**src/rtl/fifo_pkg.sv**
```systemverilog
// Shared constants and sizing helper for the fifo block.
// Pure declarations: no latency or flow-control behaviour of its own.
package fifo_pkg;

    localparam int FIFO_WL = 4;
    localparam int FIFO_N  = 4;

    // Occupancy counter must hold the value N itself, hence one bit above the index width.
    function automatic int cntr_width(input int n);
        return $clog2(n) + 1;
    endfunction

endpackage

```
**src/rtl/fifo_ctrl.sv**
```systemverilog
// Occupancy tracking for fifo: accept decisions, write index, EMPTY/FULL flags.
// Latency: push_ok/pop_ok/addr combinational; flags follow the counter one edge after accept.
// Backpressure: push refused when FULL unless paired with a pop; pop refused when EMPTY.
module fifo_ctrl
    import fifo_pkg::*;
#(
    parameter int N    = FIFO_N,
    parameter int A_WL = cntr_width(N) - 1
) (
    input  logic            CLK,
    input  logic            RST,
    input  logic            PUSH,
    input  logic            POP,
    output logic            push_ok,
    output logic            pop_ok,
    output logic [A_WL-1:0] addr,
    output logic            EMPTY,
    output logic            FULL
);

    localparam logic [A_WL:0] N_W = (A_WL + 1)'(N);

    logic [A_WL:0] list_cntr;
    logic [A_WL:0] list_cntr_next;

    assign EMPTY   = (list_cntr == '0);
    assign FULL    = (list_cntr == N_W);
    assign push_ok = PUSH & (~FULL | POP);
    assign pop_ok  = POP & ~EMPTY;

    // With a simultaneous pop the list shifts down first, so the new word lands one slot lower.
    assign addr = list_cntr[A_WL-1:0] - A_WL'(pop_ok);

    always_comb begin
        list_cntr_next = list_cntr;
        case ({push_ok, pop_ok})
            2'b10:   list_cntr_next = list_cntr + 1'b1;
            2'b01:   list_cntr_next = list_cntr - 1'b1;
            default: list_cntr_next = list_cntr;
        endcase
    end

    always_ff @(posedge CLK) begin
        if (RST) begin
            list_cntr <= '0;
        end else begin
            list_cntr <= list_cntr_next;
        end
    end

endmodule

```
**src/rtl/fifo.sv**
```systemverilog
// Shift-register FIFO, oldest word on head, popped word registered on dout; FIFO_ERR_FLAGS_EN adds sticky OVERFLOW/UNDERFLOW.
// Latency: dout updates on the accepting edge; head/EMPTY/FULL reflect new state the cycle after.
// Backpressure: full push without pop is dropped; pop when empty is ignored and dout holds.
module fifo
    import fifo_pkg::*;
#(
    parameter int WL   = FIFO_WL,
    parameter int N    = FIFO_N,
    parameter int A_WL = cntr_width(N) - 1
) (
    input  logic          CLK,
    input  logic          RST,
    input  logic          PUSH,
    input  logic          POP,
    input  logic [WL-1:0] din,
    output logic          EMPTY,
    output logic          FULL,
    output logic [WL-1:0] head,
    output logic [WL-1:0] dout
`ifdef FIFO_ERR_FLAGS_EN
    ,
    output logic          OVERFLOW,
    output logic          UNDERFLOW
`endif
);

    logic            push_ok;
    logic            pop_ok;
    logic [A_WL-1:0] addr;
    logic [WL-1:0]   mem [N];

    fifo_ctrl #(
        .N    (N),
        .A_WL (A_WL)
    ) u_ctrl (
        .CLK     (CLK),
        .RST     (RST),
        .PUSH    (PUSH),
        .POP     (POP),
        .push_ok (push_ok),
        .pop_ok  (pop_ok),
        .addr    (addr),
        .EMPTY   (EMPTY),
        .FULL    (FULL)
    );

    assign head = EMPTY ? '0 : mem[0];

    // Slots above the occupancy are kept at zero, so shifting a zero into the top
    // clears the vacated slot exactly as clearing mem[list_cntr-1] would.
    always_ff @(posedge CLK) begin
        if (RST) begin
            dout <= '0;
            for (int i = 0; i < N; i++) begin
                mem[i] <= '0;
            end
        end else begin
            if (pop_ok) begin
                dout <= mem[0];
                for (int i = 0; i < N - 1; i++) begin
                    mem[i] <= mem[i+1];
                end
                mem[N-1] <= '0;
            end
            if (push_ok) begin
                mem[addr] <= din;
            end
        end
    end

`ifdef FIFO_ERR_FLAGS_EN
    always_ff @(posedge CLK) begin
        if (RST) begin
            OVERFLOW  <= 1'b0;
            UNDERFLOW <= 1'b0;
        end else begin
            if (PUSH & FULL & ~POP) OVERFLOW  <= 1'b1;
            if (POP & EMPTY)        UNDERFLOW <= 1'b1;
        end
    end
`endif

endmodule

```
**config.mk**
```make
export PLATFORM = sky130hd
export DESIGN_NAME = fifo
export DESIGN_NICKNAME = d
export VERILOG_FILES = /design/src/rtl/fifo_pkg.sv /design/src/rtl/fifo_ctrl.sv /design/src/rtl/fifo.sv
export SDC_FILE = /design/constraint.sdc
export NUM_CORES = 1
export LEC_CHECK = 0
export CORE_ASPECT_RATIO = 0.75
export CORE_MARGIN = 2
export CORE_UTILIZATION = 41
export CTS_CLUSTER_SIZE = 28
export DETAILED_ROUTE_END_ITERATION = 10
export GPL_ROUTABILITY_DRIVEN = 0
export MAX_ROUTING_LAYER = met4
export PLACE_DENSITY = 0.66
export SLEW_MARGIN = 20
export SYNTH_ARGS = -nofsm -noshare
export SYNTH_HDL_FRONTEND = slang
export SYNTH_HIERARCHICAL = 1
export SYNTH_SLANG_ARGS = --single-unit
```
**constraint.sdc**
```tcl
create_clock -name CLK -period 2.55 [get_ports CLK]
set_input_delay 0.51 -clock CLK [delete_from_list [all_inputs] [get_ports CLK]]
set_output_delay 0.51 -clock CLK [all_outputs]
set_load 0.02 [all_outputs]
```
; Yosys cells after proc, flatten, opt, wreduce, memory -nomap -nowiden
; Memories as Yosys holds them, arrays and structs flattened.
; Cells that the tools add are included.
[word_totals]
ramBits = 16
register_bits = 7
output_inout_bits = 10
mem_count = 1
[classes]
n_eq_ne = 3
add_sub_neg = 3
n_reduce_logical = 2
bitwise = 9
muxes = 14
[memory_table]
columns = name, depth, word_bits, read_ports, rd_ports_with_merged_regs, write_ports, line
row1 = mem, 4, 4, 4, 0, 5, fifo.sv:30  ; logic [WL-1:0] mem [N];
[ops]
columns = cell, n
row1 = 4-bit two-way mux, 5
row2 = 1-bit two-way mux, 8
row3 = 3-bit case mux with 2 select lines, 1
row4 = 1-bit bitwise OR, 5
row5 = 3-bit by 1-bit adder with 3-bit output (second input constant), 1
row6 = 3-bit == test (second input constant), 1
row7 = 3-bit zero test, 1
row8 = 3-bit by 1-bit subtractor with 3-bit output (second input constant), 1
row9 = 1-bit bitwise AND, 2
row10 = 2-bit by 1-bit == test with 1-bit output (second input constant), 1
row11 = 2-bit == test (second input constant), 1
row12 = 1-bit inverter, 2
row13 = 2-bit nonzero test, 1
row14 = 2-bit by 1-bit subtractor with 2-bit output, 1

; Logic depth before layout (Yosys ltp)
; Gate-level depths: netlist of the first run.
[logic_depth]
depth_word = 7
depth_mapped = 9

; By module
; The synthesis of the first run kept the hierarchy.
[by_module_without_submodules]
columns = mod, cells_per_inst, area_each_um2, instances, seq_area_each_um2
row1 = fifo, 73, 1012.2, 1, 560.5
row2 = fifo_ctrl, 27, 214.0, 1, 60.1

; Worst setup path after synthesis of the first run
; Ideal clock, no wire load.
[synth_timing]
kind = flip-flop to flip-flop
from = register u_ctrl.list_cntr[0]
to = memory mem[0][0] (netlist name) (data pin)
path_stages_with_launch = 8
setup_slack_ns = -0.455
required_ns = 2.290
t_arrival_ns = 2.745
synth_period_minus_slack_ns = 3.005
n_path_buf = 1
setup_ns = 0.260
cell_sequence = dfxtp_1 nor3_1 nor2b_1 ha_1 xor2_1 or4b_4 buf_6 mux2_4
[synth_lines]
columns = item, line
row1 = start: declaration, fifo_ctrl.sv:23  ; logic [A_WL:0] list_cntr;
row2 = start signal: assignment, fifo_ctrl.sv:47  ; list_cntr <= list_cntr_next;
row3 = end: declaration, fifo.sv:30

==> results of run 1 <==
[state kept, by name, indices dropped and copies added (netlist names)]
register and count:
u_ctrl/list_cntr 3, mem 16, dout 4
[synth_stat cells]
cell	count	area [sq um]
buf_6	1	11.3
or3_1	1	6.26
xor2_1	3	26.3
nor2_1	9	33.8
a21oi_1	2	10.0
mux2i_1	4	40.0
fa_1	1	20.0
nand2_1	4	15.0
nand4bb_1	2	22.5
nor2b_1	5	31.3
mux2_4	4	60.1
or4b_4	1	13.8
mux2_2	8	90.1
o21ai_0	2	10.0
ha_1	2	25.0
nor3_1	1	5.00
dfxtp_1	7	140
o21a_1	1	7.51
and2_1	4	25.0
clkbuf_1	3	11.3
edfxtp_1	16	480
and3b_1	12	105
nand2b_1	1	6.26
and4b_2	1	11.3
inv_1	5	18.8
[path summary, 6_finish.rpt]
check / from / endpoint / slack (ns) / depth (start not counted)
max: POP / mem[0][1] / 0.15 / 6
min: dout[3] / dout[3] / 0.51 / 2
max reg2reg: u_ctrl/list_cntr[0] / mem[0][1] / 0.34 / 6
min reg2reg: dout[3] / dout[3] / 0.51 / 2
[cell usage in the layout, fill, tap and decap left out, types with 2 or more instances in the layout]
cell type        count
clkdlybuf4s50_1     17
edfxtp_1            16
and3b_1             12
nor2_1               9
mux2_2               8
buf_4                8
dfxtp_1              7
nor2b_1              5
inv_1                5
mux2_4               4
nand2_1              4
mux2i_1              4
and2_1               4
clkbuf_8             3
xor2_1               3
nand4bb_1            2
o21ai_0              2
a21oi_1              2
ha_1                 2
[cells by family (layout without fill, tap and decap cells)]
family / Yosys count / after routing / share of synthesized area [%]
buf+inv: 9 / 34 / 3.37
compound gates: 5 / 5 / 2.25
simple gates: 41 / 41 / 22.4
fa+ha+maj: 3 / 3 / 3.67
flops: 23 / 23 / 50.6
xor+xnor: 3 / 3 / 2.14
mux: 16 / 16 / 15.5
[layer usage]
layer	GRT usage [%]	vias up	part of all wire, %
li1	-	409	-
met1	17.1	395	45
met2	26.4	22	49
met3	5.29	4	5.0
met4	4.08	0	0.78
met5	-	-	0
[cell type report]
cell class	instances	area [sq um]	share of cell area, %
timing repair buffer	25	230	15.0
clock buffer	3	41.3	2.68
multi-input combinational	68	576	37.4
clock inverter	1	5.00	0.325
tap	38	47.5	3.09
sequential	23	621	40.3
inverter	5	18.8	1.22
[critical path, delay by kind of cell]
kind | cells | cell delay [ns]
XOR/XNOR | 1 | 0.17
adder cells (fa/ha/maj) | 1 | 0.20
buffers and inverters | 1 | 0.45
multiplexers | 1 | 0.32
AND/OR/NAND/NOR | 2 | 0.78
[power by group]
part	internal (W)	switching (W)
sequential	0.000558	0.0000669
clock	0.000109	0.000115
combinational	0.000402	0.000390
[stage by stage]
step	total power (W)	setup slack (ns)	instances
after floorplan	0.00112	0.0335	100
after global placement	0.00140	-0.0654	159
after detailed placement	0.00143	-0.132	159
after CTS	0.00166	0.153	163
after global routing	0.00176	0.0281	163
final	0.00164	0.147	163
==> results.ini, run 1 <==
[routing]
drt_iter0_drc=8
ant_nets=0
routed_wl_mm=2.17
avgRoutedWirePerCell_microns=13.3
firstDrtPassIters=6
drc=0
drt-vias-per-instance=5.09
via_count=830

[floorplanning]
fp.dieH_microns=51.4
dieArea_sq_um=3450
start_util_pct=42.4
num_rows=17
core_area_sq_um=2890
dieWidth_microns=67.1
boundaryPins=18

[clock_network]
cts.sinks=23
cts_setup_buffers=0
clk_latency_ns=0.27
holdBufCountCts=0
clockRootBuffer=clkbuf_8
cts-htree-levels=1
cts.path.max_buffers=2
cts_resized=0
clk_pin_slew_worst_paths_ns=0.08
numCtsBuffers=3
cts_tree=built

[finish]
num-nets-final=137
n_fill_cell=266
antenna_cells=0
fin_util_pct=53.2
design_area_sq_um=1540
area_delta_synth_final_pct=25.5
drive_above_1_share_pct=21.6

[sta]
hold_violations=0
rsz0062_at_grt=no
slew_violations=0
slew_headroom_pct=81.8
tns_ns=0
fmaxAchievable_mhz=416
setup_viol=0
timing.final.crit_share_pct=94.2
hold_slack_ns=0.507
min_period_ns=2.40
tightest_slew_ns=0.272
fin_skew_ns=0.00572

[critical_path]
cp.arrival_ns=2.43
crit_path_max_fanout=5
max_stage_delay_ns=0.62
cp-start-kind=input pin
crit_type=input pin to flop
worstPathRequired_ns=2.58
worstPathCellList=clkdlybuf4s50_1, nor2b_1, ha_1, xor2_1, or4b_4, mux2_4
crit_slowest_cell=or4b_4
cp-end-kind=flop

[run]
cap_violations=0

[global_routing]
grtUsageTotal_pct=15.4
grt-ovfl-total=0
grt_pass1_wl_mm=3.75
grt_pass1_vias=845
antenna_found_initial=0
grt_max_degree=18

[power_and_ir_drop]
p_leak_nw=0.676
p_per_area_nw_per_um2=1070
vdd_drop_max_mv=0.435

[logic_synthesis]
yosysSeqAreaShare_pct=50.6
netlist_area_sq_um=1230
yosys_register_bits=23
syn_nets=111
yosys_warnings=6
synthesis.instances=100
syn_area_per_cell_sq_um=12.3
synth.distinct_cells=25

[worst_hold_path]
worstHoldPathType=flop to flop

[status]
status=finished clean

[placement]
place_hpwl_mm=1.64
placed_area_sq_um=1490
portBuffers=17

(Power assumes the default switching activity.)
==> run 2, diff against run 1 <==
--- a/config.mk
+++ b/config.mk
@@ -11,7 +11,6 @@
 export CTS_CLUSTER_SIZE = 28
 export DETAILED_ROUTE_END_ITERATION = 10
 export GPL_ROUTABILITY_DRIVEN = 0
-export MAX_ROUTING_LAYER = met4
 export PLACE_DENSITY = 0.66
 export SLEW_MARGIN = 20
 export SYNTH_ARGS = -nofsm -noshare
==> run 2 against run 1 <==
Sequential power barely moved. Largest cell class unchanged. Routed wire length about the same. Flip-flop and latch count unchanged. Design area unchanged. Global-route usage decreased by 0.41 points. Largest power group unchanged. Cell count stayed put.
==> results.ini, run 2 (synthesis gave the netlist of run 1 again) <==
[status]
status=finished clean  ; unchanged

[floorplanning]
boundaryPins=18  ; unchanged
core_area_sq_um=2890  ; unchanged
dieWidth_microns=67.1  ; unchanged
num_rows=17  ; unchanged
start_util_pct=42.4  ; unchanged
fp.dieH_microns=51.4  ; unchanged
dieArea_sq_um=3450  ; unchanged

[clock_network]
clk_pin_slew_worst_paths_ns=0.08  ; about the same
cts.path.max_buffers=2  ; unchanged
cts_tree=built  ; unchanged
clk_latency_ns=0.27  ; about the same
cts_setup_buffers=0  ; unchanged
numCtsBuffers=3  ; unchanged
cts.sinks=23  ; unchanged
cts-htree-levels=1  ; unchanged
cts_resized=0  ; unchanged
holdBufCountCts=0  ; unchanged
clockRootBuffer=clkbuf_8  ; unchanged

[routing]
avgRoutedWirePerCell_microns=13.3  ; about the same
routed_wl_mm=2.17  ; about the same
via_count=826  ; was 830
drc=0  ; unchanged
drt_iter0_drc=8  ; unchanged
firstDrtPassIters=6  ; unchanged
ant_nets=0  ; unchanged
drt-vias-per-instance=5.07  ; was 5.09

[finish]
final-seq-area_sq_um=621  ; unchanged
final_common_cell=clkdlybuf4s50_1  ; unchanged
n_fill_cell=266  ; unchanged
antenna_cells=0  ; unchanged
largest_reg_flops=16  ; unchanged
fin_util_pct=53.2  ; unchanged
multi_input_area_sq_um=576  ; unchanged
layout_common_cells=clkdlybuf4s50_1 (17), edfxtp_1 (16), and3b_1 (12)  ; unchanged
num-nets-final=137  ; unchanged
design_area_sq_um=1540  ; unchanged
area_delta_synth_final_pct=25.5  ; unchanged
drive_above_1_share_pct=21.6  ; unchanged
largest_register=mem  ; unchanged
reg_top3=mem: 16 flops, dout: 4 flops, u_ctrl/list_cntr: 3 flops  ; unchanged

[global_routing]
antenna_found_initial=0  ; unchanged
grtUsageTotal_pct=15.0  ; was 15.4%
grt_pass1_vias=846  ; was 845
grt_pass1_wl_mm=3.75  ; about the same
grt_max_degree=18  ; unchanged
grt-ovfl-total=0  ; unchanged

[sta]
rsz0062_at_grt=no  ; unchanged
min_period_ns=2.40  ; about the same
tns_ns=0  ; unchanged
setup_slack_ns=0.147  ; about the same
tightest_slew_ns=0.272  ; about the same
slew_headroom_pct=81.8  ; about the same
hold_violations=0  ; unchanged
fin_skew_ns=0.00607  ; was 0.00572 ns
slew_violations=0  ; unchanged
fmaxAchievable_mhz=416  ; about the same
timing.final.crit_share_pct=94.2  ; about the same
setup_viol=0  ; unchanged

[power_and_ir_drop]
p_per_area_nw_per_um2=1070  ; about the same
report.power.total_w=0.00164  ; about the same
vdd_drop_max_mv=0.435  ; about the same
p_leak_nw=0.676  ; unchanged

[critical_path]
crit_path_max_fanout=5  ; unchanged
rr_worst_depth=6  ; unchanged
reg2reg_slack_ns=0.34  ; about the same
cp-end-kind=flop  ; unchanged
crit_type=input pin to flop  ; unchanged
worstPathRequired_ns=2.58  ; about the same
cp-start-kind=input pin  ; unchanged
cp.arrival_ns=2.43  ; about the same

[worst_hold_path]
worstHoldPathType=flop to flop  ; unchanged
hold_depth=2  ; unchanged

[placement]
place_hpwl_mm=1.64  ; unchanged
placed_area_sq_um=1490  ; unchanged
portBuffers=17  ; unchanged
dp_slack_ns=-0.132  ; unchanged

[run]
cap_violations=0  ; unchanged

run 2: cell counts in the layout (fill, tap and decap cells not counted):
Identical to the previous run, type by type.
run 2: final cells by class:
class                           count  share of cell area [%]
Clock buffer                        3                    2.68
Clock inverter                      1                   0.325
Inverter                            5                    1.22
Multi-Input combinational cell     68                    37.4
Sequential cell                    23                    40.3
Tap cell                           38                    3.09
Timing Repair Buffer               25                    15.0
run 2: critical path: stages:
cell and delay (ns):
clkdlybuf4s50_1 0.45, nor2b_1 0.16, ha_1 0.20, xor2_1 0.17
or4b_4 0.62, mux2_4 0.32
run 2: layer usage:
metal	vias to the layer above	track usage [%]	part of all wire [%]
met1	397	17.1	45
met5	-	0	0
met4	0	4.08	0.74
met3	2	5.29	5.1
li1	409	-	-
met2	18	26.4	49
run 2: report_power, final:
part | internal, W | switching, W | total, W
registers | 0.000558 | 0.0000669 | 0.000625
clock network | 0.000109 | 0.000114 | 0.000223
logic | 0.000402 | 0.000390 | 0.000793
total | 0.00107 | 0.000571 | 0.00164
run 2: path summary, 6_finish.rpt:
path	from	to
worst max register to register	u_ctrl/list_cntr[0]	mem[0][1]
worst max-delay path	POP	mem[0][1]
worst min register to register	dout[3]	dout[3]
worst min-delay path	dout[3]	dout[3]
run 2: per-stage QoR:
step	hold slack [ns]	cells
floorplan	0.474	100
global placement	0.472	159
detailed placement	0.499	159
CTS	0.518	163
global route	0.539	163
finish	0.507	163
